### src/rtl/nota_pkg.sv
// nota_pkg: shared definitions for the note engine.
//   state_t       - player FSM encoding (IDLE -> LOAD -> PLAY)
//   CODE_SILENCE  - byte that silences the player and flushes the queue
//   bcd_inc       - one BCD digit increment, returns {carry, digit}
package nota_pkg;

    typedef enum logic [1:0] {
        ST_IDLE = 2'd0,
        ST_LOAD = 2'd1,
        ST_PLAY = 2'd2
    } state_t;

    localparam logic [7:0] CODE_SILENCE = 8'h30;

    function automatic logic [4:0] bcd_inc(input logic [3:0] digit, input logic cin);
        if (!cin)
            return {1'b0, digit};
        else if (digit == 4'd9)
            return {1'b1, 4'd0};
        else
            return {1'b0, digit + 4'd1};
    endfunction

endpackage

### src/rtl/nota_engine_if.sv
// nota_engine_if: byte input strobe, score control and player status.
//   master: drives rx_valid/rx_data/clear_score, observes status
//   slave : the engine side
interface nota_engine_if #(
    parameter int NUM_NOTES  = 3,
    parameter int NUM_DIGITS = 4
);
    logic                    rx_valid;
    logic [7:0]              rx_data;
    logic                    clear_score;
    logic [NUM_NOTES-1:0]    nota_activa;
    logic [4*NUM_DIGITS-1:0] score_bcd;
    logic                    fifo_full;
    logic                    overflow;
    logic                    bad_code;
    logic                    busy;

    modport master (
        output rx_valid, rx_data, clear_score,
        input  nota_activa, score_bcd, fifo_full, overflow, bad_code, busy
    );

    modport slave (
        input  rx_valid, rx_data, clear_score,
        output nota_activa, score_bcd, fifo_full, overflow, bad_code, busy
    );
endinterface

### src/rtl/nota_fifo.sv
// nota_fifo: synchronous FIFO with registered read data.
//   clk, rst_n : clock, async active-low reset
//   push/din   : write din when push (caller guarantees room or a same-cycle pop)
//   pop/dout   : dout holds the popped entry from the cycle after pop
//   flush      : zero both pointers, overrides push/pop
//   full/empty : occupancy flags
module nota_fifo #(
    parameter int WIDTH = 8,
    parameter int DEPTH = 4
) (
    input  logic             clk,
    input  logic             rst_n,
    input  logic             push,
    input  logic             pop,
    input  logic             flush,
    input  logic [WIDTH-1:0] din,
    output logic [WIDTH-1:0] dout,
    output logic             full,
    output logic             empty
);
    localparam int AW = $clog2(DEPTH);

    logic [WIDTH-1:0] mem [DEPTH];
    // Extra MSB on each pointer separates full from empty.
    logic [AW:0]      wr_ptr, rd_ptr;

    assign empty = (wr_ptr == rd_ptr);
    assign full  = (wr_ptr[AW] != rd_ptr[AW]) && (wr_ptr[AW-1:0] == rd_ptr[AW-1:0]);

    always_ff @(posedge clk) begin
        if (push && !flush)
            mem[wr_ptr[AW-1:0]] <= din;
    end

    always_ff @(posedge clk or negedge rst_n) begin
        if (!rst_n) begin
            wr_ptr <= '0;
            rd_ptr <= '0;
            dout   <= '0;
        end else if (flush) begin
            wr_ptr <= '0;
            rd_ptr <= '0;
        end else begin
            if (push)
                wr_ptr <= wr_ptr + 1'b1;
            if (pop) begin
                // Push+pop while full: the read sees the old entry (NBA ordering).
                dout   <= mem[rd_ptr[AW-1:0]];
                rd_ptr <= rd_ptr + 1'b1;
            end
        end
    end
endmodule

### src/rtl/nota_engine.sv
// nota_engine: queues received note bytes and plays each as a one-hot note
// held for HOLD_CYCLES clocks, counting played notes in a BCD score.
//   clk, clr_n : clock, async active-low reset
//   bus.slave  : rx_valid/rx_data byte strobe, clear_score pulse in;
//                nota_activa, score_bcd, fifo_full, overflow, bad_code, busy out
module nota_engine
    import nota_pkg::*;
#(
    parameter int         NUM_NOTES   = 3,
    parameter int         HOLD_CYCLES = 5000000,
    parameter int         FIFO_DEPTH  = 4,
    parameter int         NUM_DIGITS  = 4,
    parameter logic [7:0] CODE_BASE   = 8'h31
) (
    input  logic          clk,
    input  logic          clr_n,
    nota_engine_if.slave  bus
);
    localparam int TW = $clog2(HOLD_CYCLES);

    state_t                     state_q, state_d;
    logic [TW-1:0]              timer_q;
    logic [NUM_NOTES-1:0]       nota_q;
    logic [NUM_DIGITS-1:0][3:0] score_q, score_nxt;
    logic                       ovf_q, bad_q;

    logic       silence, push, pop, drop, score_inc, code_ok;
    logic       fifo_full, fifo_empty;
    logic [7:0] hold_byte, note_idx;

    // Silence is never queued and preempts everything else this cycle.
    assign silence = bus.rx_valid && (bus.rx_data == CODE_SILENCE);
    assign push    = bus.rx_valid && !silence && (!fifo_full || pop);
    assign drop    = bus.rx_valid && !silence && fifo_full && !pop;

    // The FIFO's registered read port doubles as the holding register.
    nota_fifo #(.WIDTH(8), .DEPTH(FIFO_DEPTH)) u_fifo (
        .clk   (clk),
        .rst_n (clr_n),
        .push  (push),
        .pop   (pop),
        .flush (silence),
        .din   (bus.rx_data),
        .dout  (hold_byte),
        .full  (fifo_full),
        .empty (fifo_empty)
    );

    assign code_ok  = (hold_byte >= CODE_BASE) &&
                      ({1'b0, hold_byte} < ({1'b0, CODE_BASE} + 9'(NUM_NOTES)));
    assign note_idx = hold_byte - CODE_BASE;

    always_ff @(posedge clk or negedge clr_n) begin
        if (!clr_n) state_q <= ST_IDLE;
        else        state_q <= state_d;
    end

    always_comb begin
        state_d = state_q;
        pop     = 1'b0;
        case (state_q)
            ST_IDLE: if (!fifo_empty) begin
                pop     = 1'b1;
                state_d = ST_LOAD;
            end
            ST_LOAD: state_d = code_ok ? ST_PLAY : ST_IDLE;
            ST_PLAY: if (timer_q == '0) state_d = ST_IDLE;
            default: state_d = ST_IDLE;
        endcase
        if (silence) begin
            pop     = 1'b0;
            state_d = ST_IDLE;
        end
    end

    assign score_inc = (state_q == ST_LOAD) && code_ok && !silence;

    // Decimal ripple: carry walks up through the digits; all-9s wraps to zero.
    always_comb begin
        logic       c;
        logic [4:0] r;
        c         = score_inc;
        r         = '0;
        score_nxt = score_q;
        for (int i = 0; i < NUM_DIGITS; i++) begin
            r            = bcd_inc(score_q[i], c);
            score_nxt[i] = r[3:0];
            c            = r[4];
        end
    end

    always_ff @(posedge clk or negedge clr_n) begin
        if (!clr_n) begin
            nota_q  <= '0;
            timer_q <= '0;
            score_q <= '0;
            ovf_q   <= 1'b0;
            bad_q   <= 1'b0;
        end else begin
            bad_q <= 1'b0;
            if (silence) begin
                nota_q  <= '0;
                timer_q <= '0;
            end else begin
                case (state_q)
                    ST_LOAD: if (code_ok) begin
                        nota_q  <= NUM_NOTES'(1) << note_idx;
                        timer_q <= TW'(HOLD_CYCLES - 1);
                    end else begin
                        bad_q   <= 1'b1;
                    end
                    ST_PLAY: if (timer_q == '0) nota_q <= '0;
                             else               timer_q <= timer_q - 1'b1;
                    default: ;
                endcase
            end

            if (bus.clear_score)  score_q <= '0;
            else if (score_inc)   score_q <= score_nxt;

            if (bus.clear_score)  ovf_q <= 1'b0;
            else if (drop)        ovf_q <= 1'b1;
        end
    end

    assign bus.nota_activa = nota_q;
    assign bus.score_bcd   = score_q;
    assign bus.fifo_full   = fifo_full;
    assign bus.overflow    = ovf_q;
    assign bus.bad_code    = bad_q;
    assign bus.busy        = (state_q != ST_IDLE) || !fifo_empty;
endmodule

### src/flat_wrapper.sv
// flat-port wrapper written by rule: the top's interface ports become plain ports
module nota_engine_flat import nota_pkg::*;
#(
    parameter int         NUM_NOTES   = 3,
    parameter int         HOLD_CYCLES = 5000000,
    parameter int         FIFO_DEPTH  = 4,
    parameter int         NUM_DIGITS  = 4,
    parameter logic [7:0] CODE_BASE   = 8'h31
)
  (clk, clr_n, bus_rx_valid, bus_rx_data, bus_clear_score, bus_nota_activa, bus_score_bcd, bus_fifo_full, bus_overflow, bus_bad_code, bus_busy);
  nota_engine_if #(.NUM_NOTES(NUM_NOTES), .NUM_DIGITS(NUM_DIGITS)) bus_i ();
  input  logic clk;
  input  logic clr_n;
  input wire logic [$bits(bus_i.rx_valid)-1:0] bus_rx_valid;
  input wire logic [$bits(bus_i.rx_data)-1:0] bus_rx_data;
  input wire logic [$bits(bus_i.clear_score)-1:0] bus_clear_score;
  output wire logic [$bits(bus_i.nota_activa)-1:0] bus_nota_activa;
  output wire logic [$bits(bus_i.score_bcd)-1:0] bus_score_bcd;
  output wire logic [$bits(bus_i.fifo_full)-1:0] bus_fifo_full;
  output wire logic [$bits(bus_i.overflow)-1:0] bus_overflow;
  output wire logic [$bits(bus_i.bad_code)-1:0] bus_bad_code;
  output wire logic [$bits(bus_i.busy)-1:0] bus_busy;
  assign bus_i.rx_valid = bus_rx_valid;
  assign bus_i.rx_data = bus_rx_data;
  assign bus_i.clear_score = bus_clear_score;
  assign bus_nota_activa = bus_i.nota_activa;
  assign bus_score_bcd = bus_i.score_bcd;
  assign bus_fifo_full = bus_i.fifo_full;
  assign bus_overflow = bus_i.overflow;
  assign bus_bad_code = bus_i.bad_code;
  assign bus_busy = bus_i.busy;
  nota_engine #(.NUM_NOTES(NUM_NOTES), .HOLD_CYCLES(HOLD_CYCLES), .FIFO_DEPTH(FIFO_DEPTH), .NUM_DIGITS(NUM_DIGITS), .CODE_BASE(CODE_BASE)) u_core (.clk(clk), .clr_n(clr_n), .bus(bus_i));
endmodule
### config.mk
export PLATFORM = sky130hd
export DESIGN_NAME = nota_engine_flat
export DESIGN_NICKNAME = d
export VERILOG_FILES = /design/src/rtl/nota_pkg.sv /design/src/rtl/nota_engine_if.sv /design/src/rtl/nota_fifo.sv /design/src/rtl/nota_engine.sv /design/src/flat_wrapper.sv
export SDC_FILE = /design/constraint.sdc
export NUM_CORES = 1
export LEC_CHECK = 0
export ABC_AREA = 1
export ABC_CLOCK_PERIOD_IN_PS = 2700
export BUFFER_PORTS_ARGS = -buffer_cell sky130_fd_sc_hd__buf_2
export CAP_MARGIN = 20
export CORE_ASPECT_RATIO = 1.5
export CORE_MARGIN = 1
export CORE_UTILIZATION = 58
export CTS_BUF_LIST = sky130_fd_sc_hd__clkbuf_8
export DETAILED_ROUTE_END_ITERATION = 10
export PLACE_DENSITY = 0.82
export SLEW_MARGIN = 20
export SYNTH_ARGS = -nofsm -noshare
export SYNTH_HDL_FRONTEND = slang
export SYNTH_SLANG_ARGS = --single-unit
### constraint.sdc
create_clock -name clk -period 2.7 [get_ports clk]
set_clock_uncertainty 0.2 [all_clocks]
set_input_delay 0.135 -clock clk [delete_from_list [all_inputs] [get_ports clk]]
set_output_delay 0.135 -clock clk [all_outputs]
set_load 0.05 [all_outputs]
==> results.txt <==
period utilization: 88.5%
Gate power share: 42.5%
clock share of power: 16.5%
top-area cell type share of the netlist area: 29.8%
Worst slew margin: 49.3%
Core Box Area: 8410 sq um
max cap viols: 0
sw power: 2.20 mW
DR iter-0 viols: 259
DRT antenna net count: 0
critical path endpoint category: flop
clock buffers created by TritonCTS: 9
RSZ-0062 raised after global routing: no
fin crit period: 2.39 ns
initial antenna violation count: 0
H-tree lvl count: 3
DR vias/cell: 5.40
critical path type: flop to flop
vias in the first global route: 4074
Port Buffers: 34
CTS tree: done
Pins Over Slew Limit: 0
DRC: 0
Worst-path clk slew: 0.09 ns
Layout area overhead: 11.5%
diode count: 0
Initial Utilization: 59.8%
root buf cell: clkbuf_8
CP Data Required Time: 2.51 ns
total track usage: 26.3%
Hold Path Class: primary input to async pin
largest net degree at the start of global routing: 61
share of cells above drive strength 1: 12.5%
# setup viols final: 0
Syn Area/Cell: 8.28 sq um
Top Ports: 35
Final WS setup: 0.309 ns
Peak VDD IR: 0.620 mV
Tightest Pin Transition: 0.760 ns
drt total wl: 11000 um
pre-CTS WS: 0.380 ns
routed len/inst: 14.2 um
Post-CTS Setup Bufs: 0
TNS Setup: 0 ns
sequential-to-total area share from yosys stat: 48.9%
cts repair resizes: 0
Syn Std Cell Area: 5030 sq um
Site Rows: 41
TritonRoute pass-1 iters: 4
Die X: 78.1 um
first-pass GRT wire length: 18100 um
Power Internal: 2.83 mW
Cells after Synth: 608
cell taking the most area after synthesis: dfrtp_1
clk_lat worst skew: 0.37 ns
Clock Sinks: 92
dominant cells by area after synthesis: dfrtp_1 (30%), edfxtp_1 (19%), nand2_1 (11%)
final-stage net count: 692
Die H: 116 um
leakage power: 2.75 nW
clock buffer depth: 2
status: finished clean
YS warnings: 0
fillers: 703
dpl hpwl: 8080 um
Crit Path Max Fanout: 8
crit path launch type: flop
Switching Share: 43.8%
fmax: 418 MHz
total power divided by cell area: 896 nW/um^2
CP arrival: 2.20 ns
Cell variety after synth: 35
register bit total from synthesis: 92
Mapped Nets: 639
Vias: 4175
cts hold-fix bufs: 11
Die ar.: 9070 sq um
Seq pwr share: 41.0%
gp weighted congestion: 0.883
GR Overflow Total: 0
final hold vios: 0
[final timing paths]
check | slack, ns | from | endpoint | cells after the start
worst min-delay path | 0.24 | clr_n | u_core.timer_q[5]$_DFFE_PN0P_ | 3
max in group asynchronous | 1.55 | clr_n | u_core.bus.score_bcd[7]$_DFFE_PN0P_ | 3
worst min register to register | 0.29 | u_core.u_fifo.rd_ptr[2]$_DFFE_PN0P_ | u_core.u_fifo.rd_ptr[2]$_DFFE_PN0P_ | 1
worst max register to register | 0.31 | u_core.u_fifo.wr_ptr[0]$_DFFE_PN0P_ | u_core.u_fifo.mem[0][2]$_DFFE_PP_ | 6
worst max-delay path | 0.31 | u_core.u_fifo.wr_ptr[0]$_DFFE_PN0P_ | u_core.u_fifo.mem[0][2]$_DFFE_PP_ | 6
min in group clk | 0.29 | u_core.u_fifo.rd_ptr[2]$_DFFE_PN0P_ | u_core.u_fifo.rd_ptr[2]$_DFFE_PN0P_ | 1
[power by group through the flow]
stage          registers, mW  logic (mW)  clock network, mW
2_1_floorplan           2.08        1.64                  0
3_3_place_gp            2.06        2.05                  0
3_5_place_dp            2.09        2.11                  0
4_1_cts                 2.06        2.14              0.845
5_1_grt                 2.10        2.41              0.904
6_report                2.06        2.14              0.830
[cell usage after synthesis]
cell / count
nor2_4: 2
buf_2: 4
nor3_1: 2
nand2_2: 10
nand3_2: 4
buf_12: 1
o32ai_1: 8
inv_1: 57
xnor2_1: 8
nand3_4: 1
nand2_4: 1
buf_4: 1
a21o_2: 1
nand2_1: 153
nor2_1: 97
a21oi_1: 9
and2_2: 1
a31oi_1: 1
nor2_2: 1
inv_2: 2
clkbuf_1: 5
buf_1: 1
buf_6: 1
and2_1: 2
o22ai_1: 1
nand3_1: 53
edfxtp_1: 32
ha_1: 19
nand3b_1: 5
xor2_1: 13
o21ai_0: 34
nand4_1: 14
dfrtp_1: 60
o21ai_1: 2
or2_2: 2
[stage by stage]
step | hold slack [ns] | std cells | util (%) | area [sq um] | total power [mW]
final | 0.237 | 773 | 66.7 | 5610 | 5.03
after global routing | 0.310 | 773 | 66.7 | 5610 | 5.41
after CTS | 0.253 | 773 | 66.7 | 5610 | 5.04
after detailed placement | 0.135 | 746 | 63.4 | 5330 | 4.19
after global placement | 0.137 | 746 | 63.4 | 5330 | 4.11
after floorplan | -0.361 | 608 | - | 5030 | 3.73
[metal layers]
metal | vias to the layer above | wire length (um) | global-route usage (%) | share of wire [%]
met4 | 0 | 340 | 13.5 | 3.1
met3 | 22 | 297 | 5.94 | 2.7
met2 | 67 | 6110 | 50.2 | 56
li1 | 2086 | - | - | -
met1 | 2000 | 4210 | 26.4 | 38
met5 | - | 0 | 0 | 0
[layout make-up]
| class | instances | area [sq um] | share of cell area (%) |
|---|---|---|---|
| flip-flops and latches | 92 | 2460 | 43.9 |
| multi-input cells | 444 | 2270 | 40.4 |
| repair buffers | 55 | 355 | 6.33 |
| inverters | 59 | 221 | 3.95 |
| well taps | 107 | 134 | 2.39 |
| clock buffers | 9 | 124 | 2.21 |
| clock inverters | 7 | 45.0 | 0.803 |
[cells by family (layout without fill, tap and decap cells)]
kind of cell             Yosys count  in the layout  share of synthesized area [%]
AND/OR/NAND/NOR                  348            348                           30.4
buffers and inverters             72            130                           6.01
flip-flops                        92             92                           48.9
AO/OA/AOI/OAI                     56             56                           6.29
adder cells (fa/ha/maj)           19             19                           4.72
XOR/XNOR                          21             21                           3.65
[flip-flops by register name, summed over array words and instances (netlist names)]
| register | flops |
|---|---|
| u_core.u_fifo.wr_ptr | 3 |
| u_core.timer_q | 23 |
| u_core.bus.bad_code | 1 |
| u_core.state_q | 2 |
| u_core.u_fifo.dout | 8 |
| u_core.bus.score_bcd | 16 |
| u_core.u_fifo.rd_ptr | 3 |
| u_core.u_fifo.mem | 32 |
| u_core.bus.overflow | 1 |
| u_core.bus.nota_activa | 3 |
[cells in the final DEF, fill, tap and decap left out, drive strengths merged]
| cell type | Yosys | routed |
|---|---|---|
| nand2 | 164 | 164 |
| nor3 | 2 | 2 |
| nor2 | 100 | 100 |
| o22ai | 1 | 1 |
| nand3 | 58 | 58 |
| nand4 | 14 | 14 |
| clkbuf | 5 | 9 |
| buf | 8 | 44 |
| a31oi | 1 | 1 |
| xor2 | 13 | 13 |
| o21ai | 36 | 36 |
| or2 | 2 | 2 |
| inv | 59 | 61 |
| ha | 19 | 19 |
| nand3b | 5 | 5 |
| and2 | 3 | 3 |
| clkinvlp | 0 | 2 |
| xnor2 | 8 | 8 |
| edfxtp | 32 | 32 |
| clkinv | 0 | 3 |
| a21oi | 9 | 9 |
| dlygate4sd3 | 0 | 11 |
| o32ai | 8 | 8 |
| dfrtp | 60 | 60 |
| a21o | 1 | 1 |
[critical path, stage by stage (launching register included)]
cell and delay, ns:
dfrtp_1 0.47, xnor2_1 0.21, nand3_1 0.15, nand3_2 0.16, nand2_1 0.19, nand2_1 0.10
nor2_1 0.56
No activity file was read; power rests on OpenSTA's default activity.
